[config.mk]
export PLATFORM = sky130hd
export DESIGN_NAME = hex_keypad_entry
export DESIGN_NICKNAME = d
export VERILOG_FILES = /design/src/rtl/keypad_pkg.sv /design/src/rtl/keypad_matrix_scanner.sv /design/src/rtl/hex_keypad_entry.sv
export SDC_FILE = /design/constraint.sdc
export NUM_CORES = 1
export LEC_CHECK = 0
export ABC_AREA = 1
export BUFFER_PORTS_ARGS = -buffer_cell sky130_fd_sc_hd__buf_2
export CORE_MARGIN = 3
export CORE_UTILIZATION = 60
export DETAILED_ROUTE_END_ITERATION = 8
export PLACE_DENSITY_LB_ADDON = 0.2
export SLEW_MARGIN = 15
export SYNTH_ARGS = -nofsm -noshare
export SYNTH_HDL_FRONTEND = slang
export SYNTH_SLANG_ARGS = --single-unit
[constraint.sdc]
create_clock -name clk -period 4.4 [get_ports clk]
set_input_delay 0.88 -clock clk [delete_from_list [all_inputs] [get_ports clk]]
set_output_delay 0.88 -clock clk [all_outputs]
set_load 0.005 [all_outputs]
[src/rtl/keypad_pkg.sv]
// Shared types and the hex key map for the keypad entry path.
package keypad_pkg;

  typedef enum logic [1:0] {
    IDLE    = 2'd0,
    CAND    = 2'd1,
    ACCEPT  = 2'd2,
    PRESSED = 2'd3
  } kp_state_t;

  typedef enum logic [1:0] {
    NONE  = 2'd0,
    ONE   = 2'd1,
    MULTI = 2'd2
  } frame_kind_t;

  // Indexed [row][col]; col 0 is the leftmost keypad column.
  localparam logic [3:0] KEY_MAP [4][4] = '{
    '{4'h1, 4'h2, 4'h3, 4'hA},
    '{4'h4, 4'h5, 4'h6, 4'hB},
    '{4'h7, 4'h8, 4'h9, 4'hC},
    '{4'h0, 4'hF, 4'hE, 4'hD}
  };

endpackage

[src/rtl/keypad_matrix_scanner.sv]
// Walks one active-low column per scan tick and reduces a 4-column frame
// to NONE / ONE(code) / MULTI, reported with a 1-cycle frame_done pulse.
module keypad_matrix_scanner
  import keypad_pkg::*;
#(
  parameter int CLK_HZ  = 100_000_000,
  parameter int SCAN_HZ = 1000
) (
  input  logic        clk,
  input  logic        rst_n,
  input  logic [3:0]  row,
  output logic [3:0]  col,
  output logic        frame_done,
  output frame_kind_t frame_kind,
  output logic [3:0]  frame_code
);

  localparam int DIV = CLK_HZ / SCAN_HZ;
  localparam int TW  = (DIV > 1) ? $clog2(DIV) : 1;

  logic [TW-1:0] r_tick_cnt;
  logic [1:0]    r_col_idx;
  logic [3:0]    r_row_s1;
  logic [3:0]    r_row_s2;
  logic          r_seen;
  logic          r_multi;
  logic [3:0]    r_code;
  logic          r_frame_done;
  frame_kind_t   r_frame_kind;
  logic [3:0]    r_frame_code;

  logic          w_tick;
  logic [3:0]    w_low;
  logic [2:0]    w_nlow;
  logic [1:0]    w_row_idx;
  logic          w_col_one;
  logic          w_acc_seen;
  logic          w_acc_multi;
  logic [3:0]    w_acc_code;

  assign w_tick = (r_tick_cnt == TW'(DIV - 1));
  assign col    = ~(4'b0001 << r_col_idx);
  assign w_low  = ~r_row_s2;
  assign w_nlow = {2'b00, w_low[0]} + {2'b00, w_low[1]} + {2'b00, w_low[2]} + {2'b00, w_low[3]};

  always_comb begin
    w_row_idx = 2'd0;
    for (int r = 3; r >= 0; r--) begin
      if (w_low[r]) w_row_idx = 2'(r);
    end
  end

  // A second low row in this column, or a low row in a second column, is ghosting.
  assign w_col_one   = (w_nlow == 3'd1);
  assign w_acc_seen  = r_seen | w_col_one;
  assign w_acc_multi = r_multi | (w_nlow > 3'd1) | (w_col_one & r_seen);
  assign w_acc_code  = (w_col_one && !r_seen) ? KEY_MAP[w_row_idx][r_col_idx] : r_code;

  always_ff @(posedge clk or negedge rst_n) begin
    if (!rst_n) begin
      r_tick_cnt   <= '0;
      r_col_idx    <= 2'd0;
      r_row_s1     <= 4'hF;
      r_row_s2     <= 4'hF;
      r_seen       <= 1'b0;
      r_multi      <= 1'b0;
      r_code       <= 4'h0;
      r_frame_done <= 1'b0;
      r_frame_kind <= NONE;
      r_frame_code <= 4'h0;
    end else begin
      r_row_s1     <= row;
      r_row_s2     <= r_row_s1;
      r_frame_done <= 1'b0;
      if (w_tick) begin
        r_tick_cnt <= '0;
        r_col_idx  <= r_col_idx + 2'd1;
        if (r_col_idx == 2'd3) begin
          r_frame_done <= 1'b1;
          r_frame_kind <= w_acc_multi ? MULTI : (w_acc_seen ? ONE : NONE);
          r_frame_code <= w_acc_code;
          r_seen       <= 1'b0;
          r_multi      <= 1'b0;
          r_code       <= 4'h0;
        end else begin
          r_seen  <= w_acc_seen;
          r_multi <= w_acc_multi;
          r_code  <= w_acc_code;
        end
      end else begin
        r_tick_cnt <= r_tick_cnt + 1'b1;
      end
    end
  end

  assign frame_done = r_frame_done;
  assign frame_kind = r_frame_kind;
  assign frame_code = r_frame_code;

endmodule

[src/rtl/hex_keypad_entry.sv]
// Keypad front end: debounces scanned frames into single key events and
// shifts each accepted digit into a 32-bit entry register with a load strobe.
module hex_keypad_entry
  import keypad_pkg::*;
#(
  parameter int CLK_HZ         = 100_000_000,
  parameter int SCAN_HZ        = 1000,
  parameter int DEBOUNCE_SCANS = 4
) (
  input  logic        clk,
  input  logic        rst_n,
  input  logic [3:0]  row,
  output logic [3:0]  col,
  input  logic        clear,
  output logic [31:0] number,
  output logic        load,
  output logic        key_valid,
  output logic [3:0]  key_code,
  output logic [3:0]  digit_count,
  output kp_state_t   dbg_state
);

  localparam int CW = $clog2(DEBOUNCE_SCANS + 1);

  logic [1:0]  r_rst_sync;
  logic        w_rst_n;
  logic        w_frame_done;
  frame_kind_t w_frame_kind;
  logic [3:0]  w_frame_code;

  kp_state_t   r_state, w_state_nxt;
  logic [CW-1:0] r_cnt, w_cnt_nxt, w_cnt_inc;
  logic [3:0]  r_cand, w_cand_nxt;
  logic        w_accept;

  logic [31:0] r_number;
  logic [3:0]  r_digit_count;
  logic        r_load;
  logic        r_key_valid;
  logic [3:0]  r_key_code;

  // Reset asserts immediately but releases two clocks later, glitch-free.
  always_ff @(posedge clk or negedge rst_n) begin
    if (!rst_n) r_rst_sync <= 2'b00;
    else        r_rst_sync <= {r_rst_sync[0], 1'b1};
  end
  assign w_rst_n = r_rst_sync[1];

  keypad_matrix_scanner #(
    .CLK_HZ  (CLK_HZ),
    .SCAN_HZ (SCAN_HZ)
  ) u_scanner (
    .clk        (clk),
    .rst_n      (w_rst_n),
    .row        (row),
    .col        (col),
    .frame_done (w_frame_done),
    .frame_kind (w_frame_kind),
    .frame_code (w_frame_code)
  );

  always_ff @(posedge clk or negedge w_rst_n) begin
    if (!w_rst_n) begin
      r_state <= IDLE;
      r_cnt   <= '0;
      r_cand  <= 4'h0;
    end else begin
      r_state <= w_state_nxt;
      r_cnt   <= w_cnt_nxt;
      r_cand  <= w_cand_nxt;
    end
  end

  assign w_cnt_inc = r_cnt + 1'b1;

  always_comb begin
    w_state_nxt = r_state;
    w_cnt_nxt   = r_cnt;
    w_cand_nxt  = r_cand;
    unique case (r_state)
      IDLE: begin
        if (w_frame_done && w_frame_kind == ONE) begin
          w_state_nxt = CAND;
          w_cand_nxt  = w_frame_code;
          w_cnt_nxt   = CW'(1);
        end
      end
      CAND: begin
        if (w_frame_done) begin
          if (w_frame_kind == ONE && w_frame_code == r_cand) begin
            w_cnt_nxt = w_cnt_inc;
            if (w_cnt_inc >= CW'(DEBOUNCE_SCANS)) w_state_nxt = ACCEPT;
          end else begin
            w_state_nxt = IDLE;
            w_cnt_nxt   = '0;
          end
        end
      end
      ACCEPT: begin
        w_state_nxt = PRESSED;
        w_cnt_nxt   = '0;
      end
      PRESSED: begin
        // Any key activity, including ghosted combinations, restarts the release count.
        if (w_frame_done) begin
          if (w_frame_kind == NONE) begin
            w_cnt_nxt = w_cnt_inc;
            if (w_cnt_inc >= CW'(DEBOUNCE_SCANS)) begin
              w_state_nxt = IDLE;
              w_cnt_nxt   = '0;
            end
          end else begin
            w_cnt_nxt = '0;
          end
        end
      end
      default: begin
        w_state_nxt = IDLE;
        w_cnt_nxt   = '0;
      end
    endcase
  end

  assign w_accept = (r_state == ACCEPT);

  // Strobes are registered alongside number so load always sees the updated value.
  always_ff @(posedge clk or negedge w_rst_n) begin
    if (!w_rst_n) begin
      r_number      <= 32'h0;
      r_digit_count <= 4'd0;
      r_load        <= 1'b0;
      r_key_valid   <= 1'b0;
      r_key_code    <= 4'h0;
    end else begin
      r_load      <= 1'b0;
      r_key_valid <= 1'b0;
      if (w_accept) begin
        r_key_valid <= 1'b1;
        r_key_code  <= r_cand;
      end
      if (clear) begin
        r_number      <= 32'h0;
        r_digit_count <= 4'd0;
        r_load        <= 1'b1;
      end else if (w_accept) begin
        r_number <= {r_number[27:0], r_cand};
        r_load   <= 1'b1;
        if (r_digit_count != 4'd8) r_digit_count <= r_digit_count + 4'd1;
      end
    end
  end

  assign number      = r_number;
  assign load        = r_load;
  assign key_valid   = r_key_valid;
  assign key_code    = r_key_code;
  assign digit_count = r_digit_count;
  assign dbg_state   = r_state;

endmodule
Word-level counts from Yosys, hierarchy flattened --
Cells that the tools add are included.
Storage, ports and cells: register bits after elaboration 93, bits of input ports 7, output and inout port bits 48, word-level logic and storage cells 108
Cells by class: $add $sub $neg 7, $lt $le $gt $ge 4, equality and inequality tests 15, shifts and indexed selects 1, multiplexer cells 41, bitwise operators 8, reductions and logical operators 13
Operator list (number):
- 32-bit two-way mux | 2
- 16-bit binary-select mux with 2-bit select | 1
- 16-bit two-way mux | 2
- 4-bit two-way mux | 7
- 2-bit two-way mux | 12
- 3-bit two-way mux | 6
- 17-bit by 1-bit adder with 17-bit output (second input constant) | 1
- 17-bit == test (second input constant) | 1
- 17-bit two-way mux | 1
- 3-bit case mux with 4 select lines | 1
- 3-bit greater-or-equal comparator (second input constant) | 3
- 4-bit binary-select mux with 2-bit select | 1
- 4-bit inverter | 2
- 2-bit case mux with 4 select lines | 1
- 1-bit two-way mux | 7
- 3-bit by 1-bit adder with 3-bit output | 2
- 2-bit == test (second input constant) | 3
- 2-bit != test (second input constant) | 3
- 2-bit inverter with 3-bit output | 2
- 2-bit AND reduction | 3
- 6-bit AND reduction | 1
- 4-bit by 1-bit adder with 4-bit output (second input constant) | 1
- 2-bit by 1-bit == test with 1-bit output (second input constant) | 2
- 4-bit == test | 1
- 16 further kinds | 23

Longest topological paths before layout --
Gate-level depths: netlist of the first run.
depth after elaboration 14, gate-level depth with buffers 13, depth with buffers taken out 13

Modules after synthesis --
From an unflattened synthesis of the first run, not the netlist that was laid out.
Second synthesis, totals: cells, all modules 484, area total of the unflattened synthesis 4420.5 sq um
Modules (own cells, without submodules):
- hex_keypad_entry | times used 1, cells each 248, area each 2323.5 sq um, sequential area each 1326.3 sq um
- keypad_matrix_scanner | times used 1, cells each 236, area each 2097.0 sq um, sequential area each 1011.0 sq um

Least setup slack after synthesis of the first run --
OpenSTA, ideal clock, no wires.
path kind register to register, from register u_scanner.r_row_s2[0], to register u_scanner.r_frame_code[1], in the netlist u_scanner.frame_code[1], data arrival time 2.143 ns, required time 4.279 ns, setup slack 2.136 ns, cell stages (with the launch flop) 13, buffers on the path 0, clock period less this slack 2.264 ns, cell sequence dfstp_2 inv_1 ha_1 inv_1 fa_1 inv_1 ha_1 nor2_1 nand3_1 inv_1 nand3_1 nand3_1 o21ai_1
On the way: longest elaborated chain between the ends 10
Ends and longest elaborated chain:
- start, declared | RTL line keypad_matrix_scanner.sv:24 | logic [3:0] r_row_s2;
- start signal, assigned | RTL line keypad_matrix_scanner.sv:73 | r_row_s2 <= r_row_s1;
- 4-bit inverter (*) | RTL line keypad_matrix_scanner.sv:43 | assign w_low = ~r_row_s2;
- branches (longest 8 deep; another with 3-bit by 1-bit adder with 3-bit output)
- 4-bit two-way mux (*) | RTL line keypad_matrix_scanner.sv:57 | assign w_acc_code = (w_col_one && !r_seen) ? KEY_MAP[w_row_idx][r_col_idx] : r_code;
- end signal, assigned | RTL line keypad_matrix_scanner.sv:81 | r_frame_code <= w_acc_code;
- end, declared | RTL line keypad_matrix_scanner.sv:30 | logic [3:0] r_frame_code;
Mark *: on every way between the ends. The select of a mux whose other input is x is not followed. A chain may end at the register's enable or synchronous reset.

Worst setup path in the final report of the first run --
Same ends and word-level chain as after synthesis.

==> results of run 1 <==
## cell type report
class / count / area [µm²] / share of cell area (%)
inverters: 100 / 375 / 7.66
flip-flops and latches: 93 / 2340 / 47.8
well taps: 96 / 120 / 2.45
multi-input cells: 310 / 1610 / 32.8
repair buffers: 55 / 278 / 5.67
clock buffers: 9 / 124 / 2.53
clock inverters: 7 / 56.3 / 1.15
## synthesized netlist by cell type, types with 2 or more instances
cell type / instances
nand2_1: 120
inv_1: 96
dfrtp_1: 85
nor2_1: 39
nand3_1: 32
o21ai_0: 20
o22ai_1: 19
a21oi_1: 13
ha_1: 12
nand4_1: 9
o21ai_1: 9
dfstp_2: 8
nor3_1: 8
xor2_1: 8
buf_2: 6
a22oi_1: 3
inv_2: 3
buf_6: 2
nor2_2: 2
nor2_4: 2
nor2_8: 2
or2_2: 2
## power by group through the flow
| stage | clock (mW) | combinational, mW | sequential (mW) |
|---|---|---|---|
| floorplan | 0 | 0.0343 | 0.895 |
| global placement | 0 | 0.0501 | 0.894 |
| detailed placement | 0 | 0.0543 | 0.895 |
| CTS | 0.542 | 0.0547 | 0.878 |
| global route | 0.580 | 0.0629 | 0.880 |
| finish | 0.533 | 0.0544 | 0.877 |
## logic make-up (layout without fill, tap and decap cells)
logic type / after synthesis / in the layout
AO/OA/AOI/OAI: 66 / 66
XOR/XNOR: 8 / 8
adder cells (fa/ha/maj): 13 / 13
buffers and inverters: 108 / 171
flip-flops: 93 / 93
other: 1 / 1
AND/OR/NAND/NOR: 222 / 222
## per-stage QoR
stage	worst slack (ns)	utilization [%]	hold WS, ns	area, µm²
6_report	1.86	70.6	0.292	4900
3_5_place_dp	1.91	68.0	0.339	4720
2_1_floorplan	1.63	-	0.331	4370
3_3_place_gp	2.03	68.0	0.337	4720
5_1_grt	1.70	70.6	0.278	4900
4_1_cts	1.87	70.6	0.277	4900
## worst min path at each step
stage                        from            end  slack (ns)  cells past startpoint
floorplan           r_rst_sync[0]  r_rst_sync[1]        0.33                      0
global placement    r_rst_sync[0]  r_rst_sync[1]        0.34                      0
detailed placement  r_rst_sync[0]  r_rst_sync[1]        0.34                      0
CTS                         rst_n  r_rst_sync[1]        0.28                      1
global route                rst_n  r_rst_sync[0]        0.28                      1
finish                      rst_n  r_rst_sync[0]        0.29                      1
## metal layers
layer | vias up | GRT usage (%)
met4 | 0 | 6.91
met2 | 89 | 37.0
met1 | 1603 | 28.5
met5 | - | 0
met3 | 10 | 3.31
li1 | 1721 | -
## registers in the layout (all words and copies together), names as in the netlist, 4 cells and up, named ones only
signal and cells:
u_scanner.r_row_s1 4, u_scanner.r_code 4, digit_count 4, number 32, u_scanner.r_row_s2 4, r_cand 4, u_scanner.r_tick_cnt 17, key_code 4
u_scanner.frame_code 4
==> impl_metrics.yaml, run 1 <==
status:
  status: "finished clean"
sta:
  rsz0062_at_grt: "false"
  setup_violations: 0
  timing.slew.headroom_pct: 49.8
  clock_skew_ns: 0.0150
  fin_setup_tns_ns: 0
  max_freq_mhz: 394
  hold_viol_final: 0
  worst_pin_slew_ns: 0.751
  report.final.slew_viol_count: 0
  fin_crit_ns: 2.54
  final.period_utilization_pct: 57.7
floorplanning:
  initial_core_util_pct: 62.9
  die_w_um: 91.3
  dieArea_um2: 8340
  core_area_um2: 6940
  dieHeight_um: 91.3
  rows: 30
  pin_count: 55
synthesis:
  yosys.area_share.simple_pct: 22.8
  yosys.area.top_type: "dfrtp_1"
  ys_seq_elements: 93
  synth_compound_area_share_pct: 8.39
  synth_edf_count: 0
  syn_nets: 531
  async_flop_share_pct: 100
  synth_xor_area_share_pct: 1.60
  synth_top_family_by_area: "simple AND/OR/NAND/NOR gates"
  synth_flop_cell: "dfrtp_1"
  synthDistinctLibCells: 33
  synth.yosys.seq_area_share_pct: 53.5
  ys_top_cells_by_area: "dfrtp_1 (49%), nand2_1 (10%), inv_1 (8.2%)"
  synth_area_um2: 4370
  synthAdderAreaFrac_pct: 3.89
  synth_top_area_share_pct: 48.7
  avgSynthCellArea_um2: 8.55
  synth_cells: 511
  yosysWarnings: 0
  synth_mux_area_share_pct: 0
clock_network:
  root_buffer: "clkbuf_8"
  htreeDepth: 3
  clkTransAtPathRegs_ns: 0.09
  clock_latency_ns: 0.36
  post_cts.repair.setup_buffers: 0
  post_cts_resized: 0
  numClockSinks: 93
  cts_tree: "built"
  cts_made_buffers: 9
  clockBufferDepth: 2
  ctsHoldBuffers: 0
power:
  power_mw: 1.46
  power.share.switching_pct: 25.4
  power_frac_seq_pct: 59.9
  peakVddDrop_mv: 0.185
  clockPowerShare_pct: 36.4
  comb_power_share_pct: 3.7
  p_int_mw: 1.09
  p_per_area_nw_per_um2: 299
  p_leak_nw: 2.61
  switchingPower_mw: 0.371
setup_path:
  endpoint: "u_scanner.frame_code[1]"
  rrSetupSlack_ns: 1.86
  critPathMaxFanout: 6
  timing.rr.end: "u_scanner.frame_code[1]"
  rr_startpoint: "u_scanner.r_row_s2[0]"
  cp-startpoint: "u_scanner.r_row_s2[0]"
  criticalPathCategory: "flop to flop"
  cp_slowest_cell: "dfstp_2"
  worstSetupEndpointType: "flop"
  slowest_delay_ns: 0.59
  crit_top_cell: "inv_1"
  crit_arrival_ns: 2.79
  path_cells: "inv_1 > ha_1 > inv_1 > fa_1 > inv_1 > ha_1 > nor2_1 > nand3_1 > inv_1 > nand3_1 > nand3_1 > o21ai_1"
  crit_required_ns: 4.65
  cp.depth: 12
  crit_family: "adder cells"
  timing.critical_path.buf_inv: 4
  start_kind: "flop"
  reg2regPathDepth: 12
layout:
  area_delta_synth_final_pct: 12.1
  fillers: 549
  final_layout_size_suffix_gt1_share_pct: 16.6
  final_cells: 670
  final_nets: 589
  layout_common_cells: "nand2_1 (120), inv_1 (96), dfrtp_1 (84)"
  final_common_cell: "nand2_1"
  insertedDiodeCount: 0
routing:
  wl_mm: 8.42
  ant_nets: 0
  met3_length_um: 361
  wl_met2_mm: 4.11
  drtIter0Drc: 139
  wl_met1_mm: 3.83
  route.detailed.drc: 0
  top_layer_used: "met4"
  viasPerCell: 5.11
  vias: 3423
  wl_per_cell_um: 12.6
  drt-pass1-iter-count: 5
global_routing:
  grt_antenna_before_repair: 0
  grt_pass1_vias: 3364
  grt_util_all_layers_pct: 21.7
  gr-total-overflow: 0
  grt_max_degree: 57
  grt_pass1_wl_mm: 14.8
place:
  place_inst: 654
  hpwl_mm: 6.20
  place_congestion: 0.908
  io_buffer_count: 54
worst_hold_path:
  hp-class: "input port to asynchronous set/reset pin"
run:
  max-cap-violations: 0
Power figures use the tool's default switching activity.
==> run 2, diff against run 1 <==
--- a/config.mk
+++ b/config.mk
@@ -8,7 +8,7 @@
 export ABC_AREA = 1
 export BUFFER_PORTS_ARGS = -buffer_cell sky130_fd_sc_hd__buf_2
 export CORE_MARGIN = 3
-export CORE_UTILIZATION = 60
+export CORE_UTILIZATION = 52
 export DETAILED_ROUTE_END_ITERATION = 8
 export PLACE_DENSITY_LB_ADDON = 0.2
 export SLEW_MARGIN = 15
==> constraint.sdc (replaced) <==
create_clock -name clk -period 2.2 [get_ports clk]
set_input_delay 0.44 -clock clk [delete_from_list [all_inputs] [get_ports clk]]
set_output_delay 0.44 -clock clk [all_outputs]
set_load 0.005 [all_outputs]
==> impl_metrics.yaml, run 2 (same netlist as run 1, synthesis figures left out) <==
clock_network:
  root_buffer: "clkbuf_8"
  cts_made_buffers: 9
  clkTransAtPathRegs_ns: 0.10
  numClockSinks: 93
  htreeDepth: 3
  clockBufferDepth: 2
  cts_tree: "built"
  clock_latency_ns: 0.36
layout:
  area_delta_synth_final_pct: 17.0
  multi_input_area_um2: 1730
  final_nets: 597
  largest_reg_flops: 32
  final_layout_size_suffix_gt1_share_pct: 21.5
  insertedDiodeCount: 0
  stdcell_area_um2: 5110
  layout_common_cells: "nand2_1 (115), inv_1 (90), dfrtp_1 (84)"
  seqCellArea_um2: 2340
  final_common_cell: "nand2_1"
  fillers: 698
  fin_util_pct: 64.5
global_routing:
  gr-total-overflow: 0
  grt_max_degree: 50
  grt_pass1_wl_mm: 15.0
  grt_util_met3_pct: 4.02
  grt_pass1_vias: 3259
  grt_busiest_layer: "met2"
  grt_antenna_before_repair: 0
  grtUsageMet1_pct: 25.5
  grt_util_all_layers_pct: 19.1
  grt_use_met2_pct: 31.8
place:
  hpwl_mm: 6.27
  io_buffer_count: 54
  place_congestion: 0.951
  preCtsSetupSlack_ns: -0.157
  place_area_um2: 4790
sta:
  worst_pin_slew_ns: 0.633
  fin_crit_ns: 2.22
  fin_setup_tns_ns: -0.0257
  rsz0062_at_grt: "true"
  hold_viol_final: 0
  clock_skew_ns: 0.0108
  timing.slew.headroom_pct: 57.8
  setup_violations: 2
  report.final.slew_viol_count: 0
  final.period_utilization_pct: 101
  fin_ws_ns: -0.0207
  max_freq_mhz: 450
routing:
  wl_per_cell_um: 12.4
  ant_nets: 0
  route.detailed.drc: 0
  drt-pass1-iter-count: 5
  viasPerCell: 5.02
  wl_mm: 8.51
  drtIter0Drc: 97
  vias: 3433
floorplanning:
  rows: 32
  dieHeight_um: 97.7
  core_area_um2: 7930
  pin_count: 55
  die_w_um: 97.7
  dieArea_um2: 9540
  initial_core_util_pct: 55.1
setup_path:
  worstSetupEndpointType: "flop"
  criticalPathCategory: "flop to flop"
  rrSetupSlack_ns: -0.02
  start_kind: "flop"
  rr_startpoint: "u_scanner.r_row_s2[0]"
  crit_arrival_ns: 2.51
  crit_required_ns: 2.49
  critPathMaxFanout: 6
  reg2regPathDepth: 13
  timing.rr.end: "u_scanner.frame_code[3]"
worst_hold_path:
  min_to: "u_scanner.r_row_s1[0]"
  hold_start: "row[0]"
  min_path_cells: 1
  hp-class: "input port to flop"
power:
  p_per_area_nw_per_um2: 589
  peakVddDrop_mv: 0.429
  switchingPower_mw: 0.782
  comb_power_share_pct: 5.8
  p_leak_nw: 2.65
  power_mw: 3.01
  p_int_mw: 2.23
  power_frac_seq_pct: 58.1
  power.share.switching_pct: 26.0
  clockPowerShare_pct: 36.1
run:
  max-cap-violations: 0
status:
  violations: "negative setup slack"
  status: "finished, violations left"
==> run 2: cell types whose count changed in the layout (fill, tap and decap cells not counted), sizes merged <==
cell / previous run / this run
dlygate4sd3: 0 / 1
clkinvlp: 1 / 2
buf: 55 / 62
inv: 102 / 103
clkinv: 4 / 2
==> run 2: area by class of cell <==
| type | instances | share of cell area [%] |
|---|---|---|
| Sequential cell | 93 | 45.8 |
| Multi-Input combinational cell | 310 | 33.7 |
| Inverter | 100 | 7.44 |
| Timing Repair Buffer | 63 | 6.90 |
| Tap cell | 102 | 2.50 |
| Clock buffer | 9 | 2.42 |
| Clock inverter | 7 | 1.25 |
==> run 2: metal layers <==
layer / vias up / share of wire, %
li1: 1748 / -
met1: 1598 / 45
met2: 75 / 49
met3: 12 / 4.4
met4: 0 / 1.4
met5: - / 0
==> run 2: stage by stage <==
step	hold slack, ns	cells
CTS	0.153	683
finish	0.166	684
floorplan	0.144	511
global route	0.141	684
detailed placement	0.228	666
global placement	0.225	666
==> run 2: power groups by stage <==
stage | Clock, mW | Sequential (mW) | Combinational, mW
global placement | 0 | 1.78 | 0.118
CTS | 1.12 | 1.75 | 0.164
detailed placement | 0 | 1.79 | 0.125
global route | 1.20 | 1.76 | 0.195
floorplan | 0 | 1.79 | 0.0737
finish | 1.09 | 1.75 | 0.175
==> run 2: timing repair <==
action                                 CTS  global route
hold buffers                             1             0
setup buffers                            0             1
pin swaps                               16            11
endpoints found under the hold margin    2             0
setup endpoints to repair               10            10
gates resized for setup                 24             6
==> run 2: worst max-delay path, cell delays in order, from the launching register on <==
cell     delay [ns]
dfstp_2        0.55
inv_2          0.05
ha_4           0.25
inv_2          0.03
fa_2           0.32
inv_2          0.08
ha_4           0.20
nor2_4         0.11
nand3_4        0.15
a21oi_4        0.16
nand2_2        0.07
nand2_2        0.06
nand2_1        0.05
o21ai_1        0.08
==> run 2: worst max-delay path by stage <==
stage                           from                 endpoint  slack, ns
6_report       u_scanner.r_row_s2[0]  u_scanner.frame_code[3]      -0.02
2_1_floorplan  u_scanner.r_row_s2[0]  u_scanner.frame_kind[1]     -0.007
5_1_grt        u_scanner.r_row_s2[1]  u_scanner.frame_code[3]      -0.15
3_5_place_dp   u_scanner.r_row_s2[0]  u_scanner.frame_code[3]      -0.16
3_3_place_gp   u_scanner.r_row_s2[0]  u_scanner.frame_kind[1]      -0.04
4_1_cts        u_scanner.r_row_s2[0]  u_scanner.frame_code[3]      -0.06
==> run 3, diff against run 2 <==
--- a/config.mk
+++ b/config.mk
@@ -7,10 +7,10 @@
 export LEC_CHECK = 0
 export ABC_AREA = 1
 export BUFFER_PORTS_ARGS = -buffer_cell sky130_fd_sc_hd__buf_2
-export CORE_MARGIN = 3
-export CORE_UTILIZATION = 52
+export CORE_MARGIN = 2
+export CORE_UTILIZATION = 58
 export DETAILED_ROUTE_END_ITERATION = 8
-export PLACE_DENSITY_LB_ADDON = 0.2
+export PLACE_DENSITY = 0.8
 export SLEW_MARGIN = 15
 export SYNTH_ARGS = -nofsm -noshare
 export SYNTH_HDL_FRONTEND = slang
==> constraint.sdc (replaced) <==
create_clock -name clk -period 2.41 [get_ports clk]
set_input_delay 0.482 -clock clk [delete_from_list [all_inputs] [get_ports clk]]
set_output_delay 0.482 -clock clk [all_outputs]
set_load 0.005 [all_outputs]
==> impl_metrics.yaml, run 3 (same netlist as run 1, synthesis figures left out) <==
sta:
  setup_violations: 0
  timing.slew.headroom_pct: 59.5
  hold_viol_final: 0
  fin_ws_ns: 0.170
  worst_pin_slew_ns: 0.608
  whs_ns: 0.208
  final.period_utilization_pct: 93.0
  fin_setup_tns_ns: 0
  clock_skew_ns: 0.0134
  fin_crit_ns: 2.24
  max_freq_mhz: 446
  report.final.slew_viol_count: 0
  rsz0062_at_grt: "false"
global_routing:
  gr-total-overflow: 0
  grt_pass1_wl_mm: 14.7
  grt_util_all_layers_pct: 22.1
  grt_pass1_vias: 3375
  grt_max_degree: 55
  grt_antenna_before_repair: 0
floorplanning:
  core_area_um2: 7290
  die_w_um: 90.8
  dieHeight_um: 90.8
  pin_count: 55
  initial_core_util_pct: 59.9
  rows: 31
  dieArea_um2: 8250
clock_network:
  clockBufferDepth: 2
  root_buffer: "clkbuf_8"
  clkTransAtPathRegs_ns: 0.10
  clock_latency_ns: 0.37
  numClockSinks: 93
  cts_made_buffers: 9
  cts_tree: "built"
  htreeDepth: 3
layout:
  final_cells: 679
  final_common_cell: "nand2_1"
  area_delta_synth_final_pct: 14.7
  final_nets: 595
  layout_common_cells: "nand2_1 (120), inv_1 (94), dfrtp_1 (84)"
  insertedDiodeCount: 0
  final_layout_size_suffix_gt1_share_pct: 18.4
  largest_reg_flops: 32
  fillers: 608
place:
  place_inst: 660
  place_congestion: 0.975
  hpwl_mm: 6.15
  preCtsSetupSlack_ns: -0.0500
  io_buffer_count: 54
routing:
  wl_per_cell_um: 12.3
  drt-pass1-iter-count: 4
  vias: 3463
  ant_nets: 0
  viasPerCell: 5.10
  wl_mm: 8.35
  route.detailed.drc: 0
  drtIter0Drc: 144
setup_path:
  rrSetupSlack_ns: 0.17
  cp_slowest_cell: "dfstp_2"
  slowest_delay_ns: 0.55
  reg2regPathDepth: 12
  rr_startpoint: "u_scanner.r_row_s2[1]"
  critPathMaxFanout: 6
  timing.rr.end: "u_scanner.frame_code[1]"
  crit_arrival_ns: 2.50
  crit_required_ns: 2.67
  cp-startpoint: "u_scanner.r_row_s2[1]"
  start_kind: "flop"
  criticalPathCategory: "flop to flop"
  endpoint: "u_scanner.frame_code[1]"
  timing.critical_path.buf_inv: 4
  cp.depth: 12
  path_cells: "inv_1 > ha_1 > inv_1 > fa_2 > inv_2 > ha_4 > nor2_4 > nand3_4 > inv_2 > nand3_1 > nand3_1 > o21ai_1"
  crit_family: "adder cells"
  worstSetupEndpointType: "flop"
power:
  p_per_area_nw_per_um2: 549
  power_mw: 2.75
  peakVddDrop_mv: 0.284
  p_leak_nw: 2.65
worst_hold_path:
  hp-class: "input port to flop"
run:
  max-cap-violations: 0
status:
  status: "finished clean"
run 3: cell count changes in the layout (fill, tap and decap cells not counted), sizes merged:
cell / before / now
buf: 62 / 60
clkinvlp: 2 / 0
clkinv: 2 / 1
inv: 103 / 106
run 3: layout make-up:
class | count | area (µm²) | share of cell area [%]
well taps | 99 | 124 | 2.47
clock inverters | 7 | 68.8 | 1.37
inverters | 100 | 375 | 7.49
multi-input cells | 310 | 1640 | 32.8
flip-flops and latches | 93 | 2340 | 46.7
repair buffers | 61 | 338 | 6.74
clock buffers | 9 | 124 | 2.47
run 3: metal layers:
metal / track usage [%] / part of all wire (%)
met1: 28.3 / 45
met2: 37.0 / 50
met3: 5.26 / 4.1
met4: 7.83 / 1.3
met5: 0 / 0
run 3: worst min-delay path by stage:
stage,startpoint,end,slack (ns),cells after the start
after floorplan,rst_n,r_rst_sync[0],0.19,0
after global placement,rst_n,r_rst_sync[0],0.27,1
after global routing,row[3],u_scanner.r_row_s1[3],0.18,1
final,row[0],u_scanner.r_row_s1[0],0.21,1
after CTS,row[0],u_scanner.r_row_s1[0],0.19,1
after detailed placement,rst_n,r_rst_sync[0],0.27,1
run 3: report_power, final:
group,internal [mW],leakage [nW],switching [mW]
registers,1.58,1.25,0.0179
clock network,0.412,0.101,0.615
logic,0.0501,1.30,0.0833
total,2.04,2.65,0.716
run 3: repair_timing:
action,CTS,global route
pin swaps,0,2
endpoints found under the setup margin,6,10
hold buffers,1,0
gates resized for setup,2,7
endpoints found under the hold margin,2,0
buffers inserted,0,2
run 3: stage by stage:
step | area [µm²] | util, %
2_1_floorplan | 4370 | -
5_1_grt | 5010 | 68.8
3_5_place_dp | 4760 | 65.3
3_3_place_gp | 4760 | 65.3
4_1_cts | 4970 | 68.1
6_report | 5010 | 68.8
run 3: worst reg2reg max path: cells and delay by family (launching register included):
kind / cells / cell delay, ns
DFF: 1 / 0.55
buffers and inverters: 4 / 0.28
AOI/OAI and AO/OA: 1 / 0.06
adders and majority gates: 3 / 0.79
and+or+nand+nor: 4 / 0.47
